File: config.mk
export PLATFORM = sky130hd
export DESIGN_NAME = logic_gate_pipe
export DESIGN_NICKNAME = d
export VERILOG_FILES = /design/src/rtl/logic_gate_pipe.sv
export SDC_FILE = /design/constraint.sdc
export NUM_CORES = 1
export LEC_CHECK = 0
export ABC_AREA = 0
export CORE_MARGIN = 2
export CORE_UTILIZATION = 55
export CTS_CLUSTER_SIZE = 10
export DETAILED_ROUTE_END_ITERATION = 8
export PLACE_DENSITY = 0.84
export SLEW_MARGIN = 20
export SYNTH_ARGS = -nofsm -noshare
export SYNTH_HDL_FRONTEND = slang
export SYNTH_SLANG_ARGS = --single-unit
File: constraint.sdc
create_clock -name clk -period 2.4 [get_ports clk]
set_clock_uncertainty 0.2 [all_clocks]
set_input_delay 0.36 -clock clk [delete_from_list [all_inputs] [get_ports clk]]
set_output_delay 0.36 -clock clk [all_outputs]
set_load 0.005 [all_outputs]
File: src/rtl/logic_gate_pipe.sv
// logic_gate_pipe: two-stage valid/ready pipeline that reduces N_IN operands
// of WIDTH bits with a run-time selected bitwise operation
// (AND/OR/XOR/NAND/NOR/XNOR).
//
// Op codes 6 and 7 are reserved. A bundle that carries one of them produces
// out_data=0 with out_err=1. It still takes one slot and stays in order.
//
// Optional build macro LOGIC_GATE_PIPE_STATS_EN adds two 16-bit wrapping
// counters: stat_count (completed output transfers) and stat_err (completed
// transfers that had out_err=1).
module logic_gate_pipe #(
    parameter int WIDTH = 8,
    parameter int N_IN  = 2
) (
    input  logic                   clk,
    input  logic                   rst,
    input  logic                   in_valid,
    output logic                   in_ready,
    input  logic [2:0]             in_op,
    input  logic [N_IN*WIDTH-1:0]  in_data,
    output logic                   out_valid,
    input  logic                   out_ready,
    output logic [WIDTH-1:0]       out_data,
    output logic                   out_err
`ifdef LOGIC_GATE_PIPE_STATS_EN
    ,
    output logic [15:0]            stat_count,
    output logic [15:0]            stat_err
`endif
);

    localparam logic [2:0] OP_AND  = 3'd0;
    localparam logic [2:0] OP_OR   = 3'd1;
    localparam logic [2:0] OP_XOR  = 3'd2;
    localparam logic [2:0] OP_NAND = 3'd3;
    localparam logic [2:0] OP_NOR  = 3'd4;
    localparam logic [2:0] OP_XNOR = 3'd5;

    // stage 1: captured bundle
    logic                  r_s1_valid;
    logic [N_IN*WIDTH-1:0] r_s1_data;
    logic [2:0]            r_s1_op;

    // stage 2: registered result (drives the output port directly)
    logic                  r_s2_valid;
    logic [WIDTH-1:0]      r_out_data;
    logic                  r_out_err;

    logic                  w_s2_load;
    logic                  w_in_fire;
    logic                  w_out_fire;
    logic [WIDTH-1:0]      w_and;
    logic [WIDTH-1:0]      w_or;
    logic [WIDTH-1:0]      w_xor;
    logic [WIDTH-1:0]      w_result;
    logic                  w_err;

    // Stage 2 takes the stage-1 bundle whenever its own slot is empty or being
    // drained. Stage 1 can take a new bundle whenever it is empty or moving
    // forward, so bubbles collapse and one bundle per cycle is sustained.
    assign w_s2_load  = r_s1_valid && (!r_s2_valid || out_ready);
    assign in_ready   = !r_s1_valid || w_s2_load;
    assign w_in_fire  = in_valid && in_ready;
    assign w_out_fire = r_s2_valid && out_ready;

    assign out_valid  = r_s2_valid;
    assign out_data   = r_out_data;
    assign out_err    = r_out_err;

    // Fold AND/OR/XOR across every operand. The inverted ops invert the whole
    // fold result; they are not built by chaining the gate pairwise.
    always_comb begin
        w_and = r_s1_data[0 +: WIDTH];
        w_or  = r_s1_data[0 +: WIDTH];
        w_xor = r_s1_data[0 +: WIDTH];
        for (int k = 1; k < N_IN; k++) begin
            w_and = w_and & r_s1_data[k*WIDTH +: WIDTH];
            w_or  = w_or  | r_s1_data[k*WIDTH +: WIDTH];
            w_xor = w_xor ^ r_s1_data[k*WIDTH +: WIDTH];
        end
    end

    // Select the result for the stage-1 op. Reserved codes give 0 and raise err.
    always_comb begin
        w_result = '0;
        w_err    = 1'b0;
        case (r_s1_op)
            OP_AND:  w_result = w_and;
            OP_OR:   w_result = w_or;
            OP_XOR:  w_result = w_xor;
            OP_NAND: w_result = ~w_and;
            OP_NOR:  w_result = ~w_or;
            OP_XNOR: w_result = ~w_xor;
            default: w_err    = 1'b1;
        endcase
    end

    // Stage 1 register: capture the operands and op on an input transfer.
    always_ff @(posedge clk) begin
        if (rst) begin
            r_s1_valid <= 1'b0;
            r_s1_data  <= '0;
            r_s1_op    <= '0;
        end else begin
            if (w_in_fire) begin
                r_s1_valid <= 1'b1;
                r_s1_data  <= in_data;
                r_s1_op    <= in_op;
            end else if (w_s2_load) begin
                r_s1_valid <= 1'b0;
            end
        end
    end

    // Stage 2 register: the result is held steady while the consumer stalls.
    always_ff @(posedge clk) begin
        if (rst) begin
            r_s2_valid <= 1'b0;
            r_out_data <= '0;
            r_out_err  <= 1'b0;
        end else begin
            if (w_s2_load) begin
                r_s2_valid <= 1'b1;
                r_out_data <= w_result;
                r_out_err  <= w_err;
            end else if (w_out_fire) begin
                r_s2_valid <= 1'b0;
            end
        end
    end

`ifdef LOGIC_GATE_PIPE_STATS_EN
    logic [15:0] r_stat_count;
    logic [15:0] r_stat_err;

    assign stat_count = r_stat_count;
    assign stat_err   = r_stat_err;

    // Count completed output transfers, and the ones that carried err.
    // Both counters wrap naturally at 16 bits.
    always_ff @(posedge clk) begin
        if (rst) begin
            r_stat_count <= '0;
            r_stat_err   <= '0;
        end else if (w_out_fire) begin
            r_stat_count <= r_stat_count + 16'd1;
            if (r_out_err)
                r_stat_err <= r_stat_err + 16'd1;
        end
    end
`endif

endmodule
==> results of run 1 <==
-- placed cells by master, fill, tap and decap left out, types with 4 or more instances in the layout --
| cell type | n |
|---|---|
| a21oi_1 | 34 |
| clkbuf_4 | 5 |
| clkdlybuf4s50_1 | 33 |
| dfxtp_1 | 30 |
| ha_1 | 16 |
| inv_1 | 19 |
| mux2_2 | 8 |
| mux2i_1 | 8 |
| nand2_1 | 46 |
| nand2b_1 | 11 |
| nor2_1 | 4 |
| o21ai_1 | 8 |
| o22ai_1 | 8 |
| or2b_1 | 4 |
-- per-stage QoR --
stage | area [um^2] | power, mW | worst slack (ps) | std cells
after detailed placement | 2070 | 0.768 | 265 | 284
after CTS | 2130 | 1.08 | 256 | 292
after floorplan | 1760 | 0.696 | 957 | 217
after global placement | 2070 | 0.760 | 268 | 284
after global routing | 2130 | 1.13 | 221 | 292
final | 2130 | 1.07 | 262 | 292
-- worst max-delay path: cells and delay by family --
| family | cells | cell delay, ps |
|---|---|---|
| buffers and inverters | 2 | 1030 |
| and+or+nand+nor | 1 | 180 |
-- synthesized netlist by cell type --
library cell / number / area (um^2)
a21oi_2: 1 / 8.76
nor2b_4: 1 / 13.8
buf_2: 3 / 15.0
or2b_1: 4 / 30.0
inv_1: 19 / 71.3
a211oi_1: 3 / 22.5
buf_6: 2 / 22.5
buf_8: 1 / 15.0
nand2_2: 1 / 6.26
nand2_1: 46 / 173
ha_1: 16 / 200
mux2_2: 8 / 90.1
o22ai_1: 8 / 50.1
clkbuf_1: 4 / 15.0
or2_1: 1 / 6.26
buf_4: 2 / 15.0
o21ai_1: 8 / 40.0
nand3b_1: 1 / 7.51
dfxtp_1: 30 / 601
a211oi_4: 1 / 20.0
nor2_1: 4 / 15.0
mux2i_1: 8 / 80.1
nand2b_1: 11 / 68.8
a21oi_1: 34 / 170
-- layer usage --
| layer | vias up | routed length [um] | track usage |
|---|---|---|---|
| li1 | 776 | - | - |
| met1 | 643 | 1590 | 0.258 |
| met2 | 35 | 1530 | 0.346 |
| met3 | 6 | 132 | 0.0512 |
| met4 | 0 | 74 | 0.0932 |
| met5 | - | 0 | 0 |
-- cell families after synthesis --
group | synth area share
simple gates | 0.182
compound gates | 0.177
buf+inv | 0.0876
mux | 0.0969
fa+ha+maj | 0.114
flops | 0.342
-- registers in the layout (all words and copies together) (netlist names) --
name and flops:
r_s1_data 16, out_err 1, out_valid 1, r_s1_op 3, r_s1_valid 1, out_data 8
-- worst paths after layout --
check / endpoint / start / slack [ps] / depth (start not counted)
setup / recovery: in_ready / out_ready / 260 / 3
hold / removal: out_data[0]$_SDFFE_PP0P_ / out_data[0]$_SDFFE_PP0P_ / 250 / 2
setup reg to reg: out_data[2]$_SDFFE_PP0P_ / r_s1_op[1]$_SDFFE_PP0P_ / 350 / 4
hold reg to reg: out_data[0]$_SDFFE_PP0P_ / out_data[0]$_SDFFE_PP0P_ / 250 / 2
-- power breakdown --
group          total [mW]  leakage (nW)  switching, mW  internal (mW)
clock               0.316        0.0353          0.175          0.142
combinational       0.205         0.546         0.0916          0.113
sequential          0.552         0.246         0.0287          0.523
total                1.07         0.827          0.295          0.778
-- layout make-up --
| class | count | share of cell area |
|---|---|---|
| flip-flops and latches | 30 | 0.281 |
| inverters | 19 | 0.0334 |
| multi-input cells | 156 | 0.470 |
| repair buffers | 35 | 0.162 |
| clock buffers | 7 | 0.0258 |
| well taps | 44 | 0.0258 |
| clock inverters | 1 | 0.00234 |
==> flow_summary.json, run 1 <==
{
  "status": "completed",
  "clk_path_buf_depth": 2,
  "crit_slowest_cell": "clkdlybuf4s50_1",
  "vias": 1460,
  "start_util": 0.575,
  "crit_path_max_fanout": 3,
  "die_width_um": 60.5,
  "wl_per_cell_um": 11.4,
  "crit_chain": "clkdlybuf4s50_1, nand3b_1, clkdlybuf4s50_1",
  "area_growth_pct": 21.5,
  "critPathKind": "primary input to output port",
  "io_buffers": 33,
  "drt_iter0_markers": 41,
  "grt_max_degree": 31,
  "avgSynthCellArea_um2": 8.10,
  "hold_violations": 0,
  "max_freq_mhz": 468,
  "cts_sinks": 30,
  "grt_pass1_vias": 1315,
  "cts_tree": "yes",
  "rsz0062_at_grt": "false",
  "dp_hpwl_mm": 2.33,
  "track_usage": 0.209,
  "worst_pin_slew_ps": 915,
  "power.density_nw_per_um2": 503,
  "yosys_register_bits": 30,
  "cts.reportedPaths.clkPinSlew_ps": 90,
  "multi_input_area_um2": 1000,
  "cts_htree_levels": 2,
  "antenna_cells": 0,
  "worstPathRequired_ps": 1840,
  "nets": 286,
  "syn_inst": 217,
  "core_area_um2": 3050,
  "irDropWorstVdd_v": 0.000325,
  "layout-drive-gt1-share": 0.0847,
  "drv_slew": 0,
  "setup_viol": 0,
  "drc": 0,
  "cts_buffers": 5,
  "crit_path_end_kind": "output port",
  "post-route-period-util": 0.891,
  "max_cap_violations": 0,
  "dr.pass1.iters": 4,
  "die_y_um": 60.5,
  "grt_first_pass_wirelength_mm": 5.68,
  "routed_wl_mm": 3.33,
  "slew_headroom": 0.389,
  "leakage_nw": 0.827,
  "vias_per_cell": 5.00,
  "post_cts_buffers": 0,
  "gp_congestion": 0.807,
  "synth.distinct_cells": 24,
  "antenna_found_initial": 0,
  "clkLatencyLatePin_ps": 330,
  "ctsHoldBuffers": 0,
  "ant_nets": 0,
  "path_common_cell": "clkdlybuf4s50_1",
  "final_util": 0.699,
  "syn_area_um2": 1760,
  "io_pins": 34,
  "final.setup.tns_ps": 0,
  "fp.dieArea_um2": 3660,
  "cp_data_arrival_time_ps": 1580,
  "ys_seq_area_frac": 0.342,
  "clock-root-buffer": "clkbuf_4",
  "regArea_um2": 601,
  "min_path_type": "flip-flop to flip-flop",
  "synth_fp_nets": 256,
  "grt_overflow": 0,
  "cpPeakStageDelay_ps": 520,
  "rows": 20,
  "ys_warn_count": 0,
  "worst_hold_slack_ps": 254,
  "min_period_ps": 2140,
  "ctsResizeCount": 0,
  "startpoint_type": "primary input",
  "fillers": 277
}
No activity file was read; power rests on OpenSTA's default activity.
==> run 2, diff against run 1 <==
--- a/config.mk
+++ b/config.mk
@@ -11,6 +11,7 @@
 export CTS_CLUSTER_SIZE = 10
 export DETAILED_ROUTE_END_ITERATION = 8
 export PLACE_DENSITY = 0.84
+export RECOVER_POWER = 50
 export SLEW_MARGIN = 20
 export SYNTH_ARGS = -nofsm -noshare
 export SYNTH_HDL_FRONTEND = slang
==> flow_summary.json, run 2 (synthesis results as in run 1) <==
{
  "status": "completed",
  "hold_depth": 2,
  "multi_input_area_um2": 1000,
  "die_width_um": 60.5,
  "setup_viol": 0,
  "switching_share": 0.275,
  "finish.instance_area_um2": 2130,
  "worstPathRequired_ps": 1840,
  "ff2ff_path_depth": 4,
  "regToRegStartpoint": "r_s1_op[1]$_SDFFE_PP0P_",
  "routed_wl_mm": 3.33,
  "core_area_um2": 3050,
  "dp_hpwl_mm": 2.33,
  "vias": 1460,
  "grt_pass1_vias": 1315,
  "regArea_um2": 601,
  "io_buffers": 33,
  "io_pins": 34,
  "area_growth_pct": 21.3,
  "min-delay-start": "out_data[0]$_SDFFE_PP0P_",
  "rsz0062_at_grt": "false",
  "slew_headroom": 0.112,
  "antenna_cells": 0,
  "drt_iter0_markers": 41,
  "cts_buffers": 5,
  "start_util": 0.575,
  "power_mw": 1.07,
  "min_to": "out_data[0]$_SDFFE_PP0P_",
  "clk_path_buf_depth": 2,
  "cts_tree": "yes",
  "grt_max_degree": 31,
  "pwr-share-clk": 0.295,
  "dr.pass1.iters": 4,
  "ctsHoldBuffers": 0,
  "rows": 20,
  "clkLatencyLatePin_ps": 330,
  "min_period_ps": 2140,
  "startpoint_type": "primary input",
  "final_cell_mix": "46 x nand2_1, 34 x a21oi_1, 32 x clkdlybuf4s50_1",
  "r2r_setup_slack_ps": 330,
  "worst_pin_slew_ps": 1330,
  "leakage_nw": 0.824,
  "ctsResizeCount": 0,
  "post-route-period-util": 0.891,
  "gp_congestion": 0.807,
  "final.setup.tns_ps": 0,
  "track_usage": 0.209,
  "drc": 0,
  "antenna_found_initial": 0,
  "r2r-end": "out_data[2]$_SDFFE_PP0P_",
  "fillers": 279,
  "cts_sinks": 30,
  "postPlaceCellArea_um2": 2070,
  "grt_first_pass_wirelength_mm": 5.68,
  "crit_path_max_fanout": 3,
  "drv_slew": 0,
  "min_path_type": "flip-flop to flip-flop",
  "post_cts_buffers": 0,
  "layout_commonest_cell": "nand2_1",
  "irDropWorstVdd_v": 0.000325,
  "critPathKind": "primary input to output port",
  "cts.reportedPaths.clkPinSlew_ps": 90,
  "cts_htree_levels": 2,
  "fp.dieArea_um2": 3660,
  "ant_nets": 0,
  "die_y_um": 60.5,
  "hold_violations": 0,
  "cp_data_arrival_time_ps": 1580,
  "clock-root-buffer": "clkbuf_4",
  "power_frac_seq": 0.515,
  "internal_power_mw": 0.778,
  "largest_register_ffs": 16,
  "layout-drive-gt1-share": 0.0806,
  "nets": 286,
  "power.density_nw_per_um2": 503,
  "max_freq_mhz": 468,
  "switching_power_mw": 0.295,
  "top_register": "r_s1_data",
  "vias_per_cell": 5.00,
  "grt_overflow": 0,
  "pwr-share-comb": 0.190,
  "max_cap_violations": 0,
  "crit_path_end_kind": "output port",
  "wl_per_cell_um": 11.4
}
==> run 2: power groups by stage <==
stage / sequential, mW / clock (mW) / combinational (mW)
global placement: 0.561 / 0 / 0.198
floorplan: 0.551 / 0 / 0.145
detailed placement: 0.563 / 0 / 0.205
finish: 0.552 / 0.316 / 0.204
CTS: 0.552 / 0.320 / 0.206
global route: 0.557 / 0.345 / 0.230
==> run 2: routing by layer <==
metal | share of wire | vias up | global-route usage
met5 | 0 | - | 0
met4 | 0.022 | 0 | 0.0932
met3 | 0.040 | 6 | 0.0512
met2 | 0.46 | 35 | 0.346
met1 | 0.48 | 643 | 0.258
li1 | - | 776 | -
==> run 2: worst max path at each step <==
stage / startpoint / end / slack [ps] / cells past startpoint
after floorplan: r_s1_data[0]$_SDFFE_PP0P_ / out_data[0]$_SDFFE_PP0P_ / 960 / 6
after global placement: out_ready / in_ready / 270 / 3
after detailed placement: out_ready / in_ready / 260 / 3
after CTS: out_ready / in_ready / 260 / 3
after global routing: out_ready / in_ready / 220 / 3
final: out_ready / in_ready / 260 / 3
==> run 2: final cells by class <==
class | instances | area share
Timing Repair Buffer | 35 | 0.160
Inverter | 19 | 0.0335
Sequential cell | 30 | 0.282
Clock buffer | 7 | 0.0258
Clock inverter | 1 | 0.00235
Tap cell | 44 | 0.0258
Multi-Input combinational cell | 156 | 0.470
==> run 2: per-stage QoR <==
step                utilization  cells  hold slack, ps  worst slack [ps]
floorplan                     -    217             248               957
global placement          0.680    284             238               268
detailed placement        0.680    284             245               265
CTS                       0.699    292             258               256
global route              0.698    292             274               221
finish                    0.698    292             254               262
==> run 2: critical path, cell delays in order <==
cell and delay, ps:
clkdlybuf4s50_1 510, nand3b_1 180, clkdlybuf4s50_1 520
==> run 3, diff against run 2 <==
--- a/config.mk
+++ b/config.mk
@@ -10,8 +10,10 @@
 export CORE_UTILIZATION = 55
 export CTS_CLUSTER_SIZE = 10
 export DETAILED_ROUTE_END_ITERATION = 8
+export MAX_ROUTING_LAYER = met4
 export PLACE_DENSITY = 0.84
 export RECOVER_POWER = 50
+export SETUP_SLACK_MARGIN = 0.1
 export SLEW_MARGIN = 20
 export SYNTH_ARGS = -nofsm -noshare
 export SYNTH_HDL_FRONTEND = slang
==> flow_summary.json, run 3 (synthesis results as in run 1) <==
{
  "max_cap_violations": 0,
  "critPathBufInv": 2,
  "layout_commonest_cell": "nand2_1",
  "min_period_ps": 2140,
  "vias": 1460,
  "clock-root-buffer": "clkbuf_4",
  "regToRegStartpoint": "r_s1_op[1]$_SDFFE_PP0P_",
  "drc": 0,
  "slew_headroom": 0.112,
  "leakage_nw": 0.824,
  "setup_viol": 0,
  "die_y_um": 60.5,
  "cts.reportedPaths.clkPinSlew_ps": 90,
  "grt_pass1_vias": 1315,
  "nets": 286,
  "critPathKind": "primary input to output port",
  "track_usage": 0.216,
  "crit_path_max_fanout": 3,
  "startpoint_type": "primary input",
  "max_freq_mhz": 468,
  "ant_nets": 0,
  "vias_per_cell": 5.00,
  "core_area_um2": 3050,
  "cts_buffers": 5,
  "final_cell_mix": "46 x nand2_1, 34 x a21oi_1, 32 x clkdlybuf4s50_1",
  "hold_depth": 2,
  "cts_sinks": 30,
  "status": "completed",
  "fp.dieArea_um2": 3660,
  "hold_violations": 0,
  "power.density_nw_per_um2": 503,
  "r2r-end": "out_data[2]$_SDFFE_PP0P_",
  "antenna_cells": 0,
  "path_common_cell": "clkdlybuf4s50_1",
  "drt_iter0_markers": 41,
  "min_path_type": "flip-flop to flip-flop",
  "clkLatencyLatePin_ps": 330,
  "cp_data_arrival_time_ps": 1580,
  "area_growth_pct": 21.3,
  "antenna_found_initial": 0,
  "cpPeakStageDelay_ps": 520,
  "io_pins": 34,
  "finish.instance_area_um2": 2130,
  "start_util": 0.575,
  "ff2ff_path_depth": 4,
  "worstPathRequired_ps": 1840,
  "grt_first_pass_wirelength_mm": 5.68,
  "post_cts_buffers": 0,
  "grt_max_degree": 31,
  "rows": 20,
  "dp_hpwl_mm": 2.33,
  "min_to": "out_data[0]$_SDFFE_PP0P_",
  "gp_congestion": 0.819,
  "top_register": "r_s1_data",
  "wl_per_cell_um": 11.4,
  "worst_pin_slew_ps": 1330,
  "routed_wl_mm": 3.33,
  "crit_chain": "clkdlybuf4s50_1, nand3b_1, clkdlybuf4s50_1",
  "die_width_um": 60.5,
  "cts_htree_levels": 2,
  "worst_hold_slack_ps": 254,
  "cts_tree": "yes",
  "largest_register_ffs": 16,
  "crit_path_end_kind": "output port",
  "ctsHoldBuffers": 0,
  "rsz0062_at_grt": "false",
  "crit_slowest_cell": "clkdlybuf4s50_1",
  "grt_overflow": 0,
  "drv_slew": 0,
  "critPathTopFamily": "buffers and inverters",
  "postPlaceCellArea_um2": 2070,
  "irDropWorstVdd_v": 0.000325,
  "post-route-period-util": 0.891,
  "clk_path_buf_depth": 2,
  "io_buffers": 33,
  "layout-drive-gt1-share": 0.0806,
  "min-delay-start": "out_data[0]$_SDFFE_PP0P_",
  "ctsResizeCount": 0,
  "r2r_setup_slack_ps": 330,
  "final.setup.tns_ps": 0,
  "dr.pass1.iters": 4
}
run 3: cell counts in the layout (fill, tap and decap cells not counted):
No cell type changed its count.
run 3: power breakdown:
group | switching [mW] | leakage [nW] | internal, mW
clock network | 0.175 | 0.0353 | 0.142
registers | 0.0287 | 0.246 | 0.523
logic | 0.0915 | 0.542 | 0.113
total | 0.295 | 0.824 | 0.778
run 3: metal layers:
| metal | up-vias | part of all wire | GRT usage |
|---|---|---|---|
| li1 | 776 | - | - |
| met1 | 643 | 0.48 | 0.258 |
| met2 | 35 | 0.46 | 0.346 |
| met3 | 6 | 0.040 | 0.0512 |
| met4 | 0 | 0.022 | 0.0932 |
| met5 | - | 0 | - |
run 3: final cells by class:
class	instances	area, um^2
Inverter	19	71.3
Fill cell	279	922
Timing Repair Buffer	35	342
Tap cell	44	55.1
Sequential cell	30	601
Clock buffer	7	55.1
Clock inverter	1	5.00
Multi-Input combinational cell	156	1000
run 3: how the worst max path moves through the flow:
stage                               from                        to  slack (ps)  cells past startpoint
2_1_floorplan  r_s1_data[0]$_SDFFE_PP0P_  out_data[0]$_SDFFE_PP0P_         960                      6
3_3_place_gp                   out_ready                  in_ready         270                      3
3_5_place_dp                   out_ready                  in_ready         260                      3
4_1_cts                        out_ready                  in_ready         260                      3
5_1_grt                        out_ready                  in_ready         220                      3
6_report                       out_ready                  in_ready         260                      3
run 3: worst reg2reg max path, stage by stage (launching register included):
cell and delay (ps):
dfxtp_1 930, mux2_2 420, o22ai_1 150, o21ai_1 110, a21oi_1 170
run 3: through the flow:
stage	total power, mW	instances	utilization	worst slack [ps]
after floorplan	0.696	217	-	957
after global placement	0.760	284	0.680	268
after detailed placement	0.768	284	0.680	265
after CTS	1.08	292	0.699	256
after global routing	1.13	292	0.698	221
final	1.07	292	0.698	262
